$ cat config.mk
export PLATFORM = sky130hd
export DESIGN_NAME = mem_access_stage
export DESIGN_NICKNAME = d
export VERILOG_FILES = /design/src/rtl/misc_v_pkg.sv /design/src/rtl/mem_wb_reg.sv /design/src/rtl/mem_access_stage.sv
export SDC_FILE = /design/constraint.sdc
export NUM_CORES = 1
export LEC_CHECK = 0
export BUFFER_PORTS_ARGS = -buffer_cell sky130_fd_sc_hd__clkbuf_2
export CAP_MARGIN = 20
export CORE_MARGIN = 8
export CORE_UTILIZATION = 40
export DETAILED_ROUTE_END_ITERATION = 8
export PLACE_DENSITY = 0.65
export SLEW_MARGIN = 25
export SYNTH_ARGS = -nofsm -noshare
export SYNTH_HDL_FRONTEND = slang
export SYNTH_HIERARCHICAL = 1
export SYNTH_SLANG_ARGS = --single-unit
$ cat constraint.sdc
create_clock -name CLK -period 2.8 [get_ports CLK]
set_input_delay 0.28 -clock CLK [delete_from_list [all_inputs] [get_ports CLK]]
set_output_delay 0.28 -clock CLK [all_outputs]
set_load 0.05 [all_outputs]
$ cat src/rtl/misc_v_pkg.sv
// Shared definitions for the MISC-V pipeline: datapath width, MEM-stage
// state encoding and the default data-memory timeout.
package misc_v_pkg;

    localparam int DATA_W          = 16;
    localparam int TIMEOUT_DEFAULT = 15;

    typedef enum logic {
        IDLE   = 1'b0,
        ACCESS = 1'b1
    } state_t;

endpackage

$ cat src/rtl/mem_wb_reg.sv
// MEM/WB pipeline register. Loads either a real instruction or a bubble;
// a bubble clears the control bits and leaves the data fields untouched.
module mem_wb_reg
    import misc_v_pkg::*;
#(
    parameter int DATA_W = misc_v_pkg::DATA_W
) (
    input  logic              CLK,
    input  logic              Reset,
    input  logic              load_instr,
    input  logic              reg_write,
    input  logic              reg_store,
    input  logic [DATA_W-1:0] alu_result,
    input  logic [DATA_W-1:0] mem_data,
    input  logic [DATA_W-1:0] rd,
    output logic              valid_q,
    output logic              reg_write_q,
    output logic              reg_store_q,
    output logic [DATA_W-1:0] alu_result_q,
    output logic [DATA_W-1:0] mem_data_q,
    output logic [DATA_W-1:0] rd_q
);

    // NOTE: sequential state uses non-blocking assignments so every register
    // samples its pre-edge inputs, independent of statement order.
    always_ff @(posedge CLK or posedge Reset) begin
        if (Reset) begin
            valid_q      <= 1'b0;
            reg_write_q  <= 1'b0;
            reg_store_q  <= 1'b0;
            alu_result_q <= '0;
            mem_data_q   <= '0;
            rd_q         <= '0;
        end else if (load_instr) begin
            valid_q      <= 1'b1;
            reg_write_q  <= reg_write;
            reg_store_q  <= reg_store;
            alu_result_q <= alu_result;
            mem_data_q   <= mem_data;
            rd_q         <= rd;
        end else begin
            valid_q      <= 1'b0;
            reg_write_q  <= 1'b0;
            reg_store_q  <= 1'b0;
        end
    end

endmodule

$ cat src/rtl/mem_access_stage.sv
// MISC-V memory stage: runs loads/stores over a req/ack data-memory port,
// stalls the front pipeline while an access is outstanding, drives MEM/WB.
module mem_access_stage
    import misc_v_pkg::*;
#(
    parameter int DATA_W  = misc_v_pkg::DATA_W,
    parameter int TIMEOUT = TIMEOUT_DEFAULT
) (
    input  logic              CLK,
    input  logic              Reset,
    input  logic              IRegWrite,
    input  logic              IMemWrite,
    input  logic              IMemRead,
    input  logic              IRegStore,
    input  logic [DATA_W-1:0] IALUResult,
    input  logic [DATA_W-1:0] I3rdArg,
    input  logic [DATA_W-1:0] IRd,
    output logic              DMemReq,
    output logic              DMemWE,
    output logic [DATA_W-1:0] DMemAddr,
    output logic [DATA_W-1:0] DMemWData,
    input  logic              DMemAck,
    input  logic [DATA_W-1:0] DMemRData,
    output logic              Stall,
    output logic              MemFault,
    output logic              OValid,
    output logic              ORegWrite,
    output logic              ORegStore,
    output logic [DATA_W-1:0] OALUResult,
    output logic [DATA_W-1:0] OMemData,
    output logic [DATA_W-1:0] ORd
);

    localparam logic [7:0] TIMEOUT_LAST = 8'(TIMEOUT - 1);

    state_t            state_q;
    state_t            state_d;
    logic [7:0]        wait_cnt;
    logic              held_reg_write;
    logic              held_reg_store;
    logic [DATA_W-1:0] held_rd;

    logic              memop;
    logic              timeout_hit;
    logic              wb_load;
    logic              wb_reg_write;
    logic              wb_reg_store;
    logic [DATA_W-1:0] wb_alu;
    logic [DATA_W-1:0] wb_mem;
    logic [DATA_W-1:0] wb_rd;

    assign memop   = IMemRead | IMemWrite;
    assign DMemReq = (state_q == ACCESS);

    // NOTE: every signal gets a default before the case so no path leaves it
    // unassigned, which would otherwise infer a latch.
    always_comb begin
        state_d      = state_q;
        Stall        = 1'b0;
        timeout_hit  = 1'b0;
        wb_load      = 1'b0;
        wb_reg_write = IRegWrite;
        wb_reg_store = IRegStore;
        wb_alu       = IALUResult;
        wb_rd        = IRd;
        wb_mem       = '0;

        unique case (state_q)
            IDLE: begin
                if (memop) begin
                    Stall   = 1'b1;
                    state_d = ACCESS;
                end else begin
                    wb_load = 1'b1;
                end
            end
            ACCESS: begin
                // Retire from the copy captured at launch, not the live inputs.
                wb_reg_write = held_reg_write;
                wb_reg_store = held_reg_store;
                wb_alu       = DMemAddr;
                wb_rd        = held_rd;
                if (DMemAck) begin
                    state_d = IDLE;
                    wb_load = 1'b1;
                    wb_mem  = DMemWE ? '0 : DMemRData;
                end else if (wait_cnt == TIMEOUT_LAST) begin
                    state_d      = IDLE;
                    wb_load      = 1'b1;
                    wb_reg_write = 1'b0;
                    timeout_hit  = 1'b1;
                end else begin
                    Stall = 1'b1;
                end
            end
            default: state_d = IDLE;
        endcase
    end

    always_ff @(posedge CLK or posedge Reset) begin
        if (Reset) begin
            state_q        <= IDLE;
            wait_cnt       <= '0;
            MemFault       <= 1'b0;
            DMemWE         <= 1'b0;
            DMemAddr       <= '0;
            DMemWData      <= '0;
            held_reg_write <= 1'b0;
            held_reg_store <= 1'b0;
            held_rd        <= '0;
        end else begin
            state_q <= state_d;
            if (timeout_hit) begin
                MemFault <= 1'b1;
            end
            if (state_q == IDLE && memop) begin
                wait_cnt       <= '0;
                DMemWE         <= IMemWrite;
                DMemAddr       <= IALUResult;
                DMemWData      <= I3rdArg;
                held_reg_write <= IRegWrite;
                held_reg_store <= IRegStore;
                held_rd        <= IRd;
            end else if (state_q == ACCESS && !DMemAck) begin
                wait_cnt <= wait_cnt + 8'd1;
            end
        end
    end

    mem_wb_reg #(
        .DATA_W(DATA_W)
    ) u_mem_wb_reg (
        .CLK         (CLK),
        .Reset       (Reset),
        .load_instr  (wb_load),
        .reg_write   (wb_reg_write),
        .reg_store   (wb_reg_store),
        .alu_result  (wb_alu),
        .mem_data    (wb_mem),
        .rd          (wb_rd),
        .valid_q     (OValid),
        .reg_write_q (ORegWrite),
        .reg_store_q (ORegStore),
        .alu_result_q(OALUResult),
        .mem_data_q  (OMemData),
        .rd_q        (ORd)
    );

endmodule

==> flow_summary.yaml <==
cells_and_area:
  final_area_sq_mm: 0.00626
  diodes: 0
  finish.utilization: 0.502
  area.growth.synth_to_final_pct: 24.2
  multiInputGateArea_sq_mm: 0.00207
  regArea_sq_mm: 0.00280
  layout.nets: 560
  stdcell_count: 664
  nFillCells: 1120
  drive_gt1_frac: 0.657
setup_path:
  critPathRequiredTime_ps: 2520
  worstSetupEndpointType: "output port"
  worstSetupStartpointType: "register"
  critical_path_arrival_ps: 2120
  crit_type: "register to output port"
  crit_path_max_fanout: 5
  cp.buffers_inverters: 2
  path_cells: "inv_1, ha_1, or4b_1, nor3_2, o21ai_0, clkbuf_2"
  cpMaxStageDelayCell: "or4b_1"
  crit_family: "simple AND/OR/NAND/NOR gates"
  max_stage_delay_ps: 440
route:
  final_antenna_net_count: 0
  initialDrtViolationCount: 87
  drc: 0
  vias: 3160
  wl_per_cell_um: 17.8
  viasPerCell: 4.76
  wl_mm: 11.8
  firstDrtPassIters: 6
global_route:
  grt_start_max_net_pins: 39
  antenna_found_initial: 0
  grt.overflow.total: 0
  grt_first_pass_wirelength_mm: 19.3
  grt_pass1_vias: 3586
  grt_use_total: 0.151
sta:
  grt_setup_unrepaired: "no"
  setup_viol: 0
  finalSetupTns_ps: 0
  skew_ps: 7.69
  hold_viol_final: 0
  tightest_slew_ps: 819
  fin_crit_ps: 2400
  fin_crit_sh: 0.858
  fmax_mhz: 416
  fin_ws_ps: 397
  drv_slew: 0
  slew_headroom: 0.453
yosys:
  ys_ff_latch: 112
  synthArstFlopShare: 1.00
  post-synth-top-count-cell: "dfrtp_1"
  ys_seq_area_frac: 0.556
  syn_area_sq_mm: 0.00504
  yosysWarnings: 6
  synth_top_cell_area_share: 0.556
  synth-main-ff-cell: "dfrtp_1"
  synth.area.top_cells: "dfrtp_1, mux2_2, mux2_4"
  synth.avg_cell_area_sq_um: 15.5
  synth_top_cell_by_area: "dfrtp_1"
  synth.net_count: 399
  syn_inst: 326
  synth_cell_types: 32
  synth_edf_count: 0
  synthTopCellsByCount: "dfrtp_1, mux2_2, mux2_4"
die:
  start_util: 0.405
  ios: 158
  fp.dieH_um: 128
  die_x_um: 128
  fp-row-count: 41
  core_area_sq_mm: 0.0125
  dieArea_sq_mm: 0.0165
place:
  dp_cells: 648
  pre_cts_slack_ps: 407
  placed_area_sq_mm: 0.00598
  port_buffers: 157
  hpwl_mm: 8.81
  globalplace.congestion: 0.731
run_status:
  status: "finished clean"
clock_tree:
  post_cts_buffers: 0
  clk_pin_slew_ps: 70
  cts_resized: 0
  clockRootBuffer: "clkbuf_16"
  clockBufferDepth: 2
  clk-insertion-delay-late_ps: 350
  ctsHoldBuffers: 0
  numCtsBuffers: 9
  cts_sinks: 112
  cts_tree: "built"
  cts.htree.levels: 3
power:
  powerDensity_mw_per_mm2: 1180
  irDropWorstVdd_uv: 755
  p_leak_nw: 3.08
job:
  maxCapViolCount: 0
min_path:
  hold_class: "primary input to async pin"
==> kinds of logic after synthesis <==
family | synth area share
AND/OR/NAND/NOR | 0.0484
adder cells (fa/ha/maj) | 0.00496
flip-flops | 0.556
multiplexers | 0.332
AO/OA/AOI/OAI | 0.0189
XOR/XNOR | 0.00174
buffers and inverters | 0.0380
==> report_power, final <==
| part | switching (W) | total, W | internal (W) | leakage, nW |
|---|---|---|---|---|
| Sequential | 0.000362 | 0.00254 | 0.00218 | 1.36 |
| Combinational | 0.00240 | 0.00364 | 0.00124 | 1.60 |
| Clock | 0.000608 | 0.00122 | 0.000610 | 0.124 |
| Total | 0.00337 | 0.00740 | 0.00404 | 3.08 |
==> state kept, by name, indices dropped and copies added (netlist names), 8 cells and up <==
name                       cells
u_mem_wb_reg/alu_result_q     16
held_rd                       16
DMemWData                     16
wait_cnt                       8
u_mem_wb_reg/mem_data_q       16
DMemAddr                      16
u_mem_wb_reg/rd_q             16
==> final timing paths <==
check	from	end	slack, ps	cells after the start
worst min register to register	held_rd[3]	held_rd[3]	500	1
max in group asynchronous	Reset	held_rd[2]	1960	3
worst max register to register	wait_cnt[0]	u_mem_wb_reg/alu_result_q[15]	410	7
worst min-delay path	Reset	u_mem_wb_reg/rd_q[5]	70	2
min in group CLK	I3rdArg[14]	DMemWData[14]	150	2
worst max-delay path	wait_cnt[0]	Stall	400	6
==> worst reg2reg max path, stage by stage, from the launching register on <==
cell	delay (ps)
dfrtp_1	430
inv_1	80
ha_1	130
or4b_1	440
nor3_2	240
o21a_4	290
buf_12	310
mux2_4	370
==> per-layer routing <==
metal | routed length [um] | track usage
met4 | 76 | 0.0294
met3 | 861 | 0.0624
met5 | 0 | 0
met2 | 5920 | 0.254
met1 | 4960 | 0.176
==> cell usage in the layout (no fill, tap or decap), types with 2 or more instances in the layout <==
master	n
buf_4	9
clkinvlp_4	4
and2_1	18
clkbuf_16	9
or3_1	4
ha_1	2
o21ai_0	7
nand2_1	2
clkbuf_2	157
mux2_4	48
a21oi_1	6
inv_1	3
dfrtp_1	111
inv_2	2
mux2_2	84
clkinv_4	2
nand3_1	3
nor2_1	3
==> layout make-up <==
type | instances | share of cell area
Sequential cell | 112 | 0.448
Multi-Input combinational cell | 192 | 0.331
Timing Repair Buffer | 167 | 0.139
Clock buffer | 9 | 0.0360
Tap cell | 172 | 0.0344
Clock inverter | 7 | 0.00899
Inverter | 5 | 0.00300
==> per-stage QoR <==
stage / total power, W / hold slack (ps)
floorplan: 0.00544 / 430
global placement: 0.00619 / 481
detailed placement: 0.00627 / 487
CTS: 0.00751 / 104
global route: 0.00777 / 125
finish: 0.00740 / 73.6
Power figures use the tool's default switching activity.
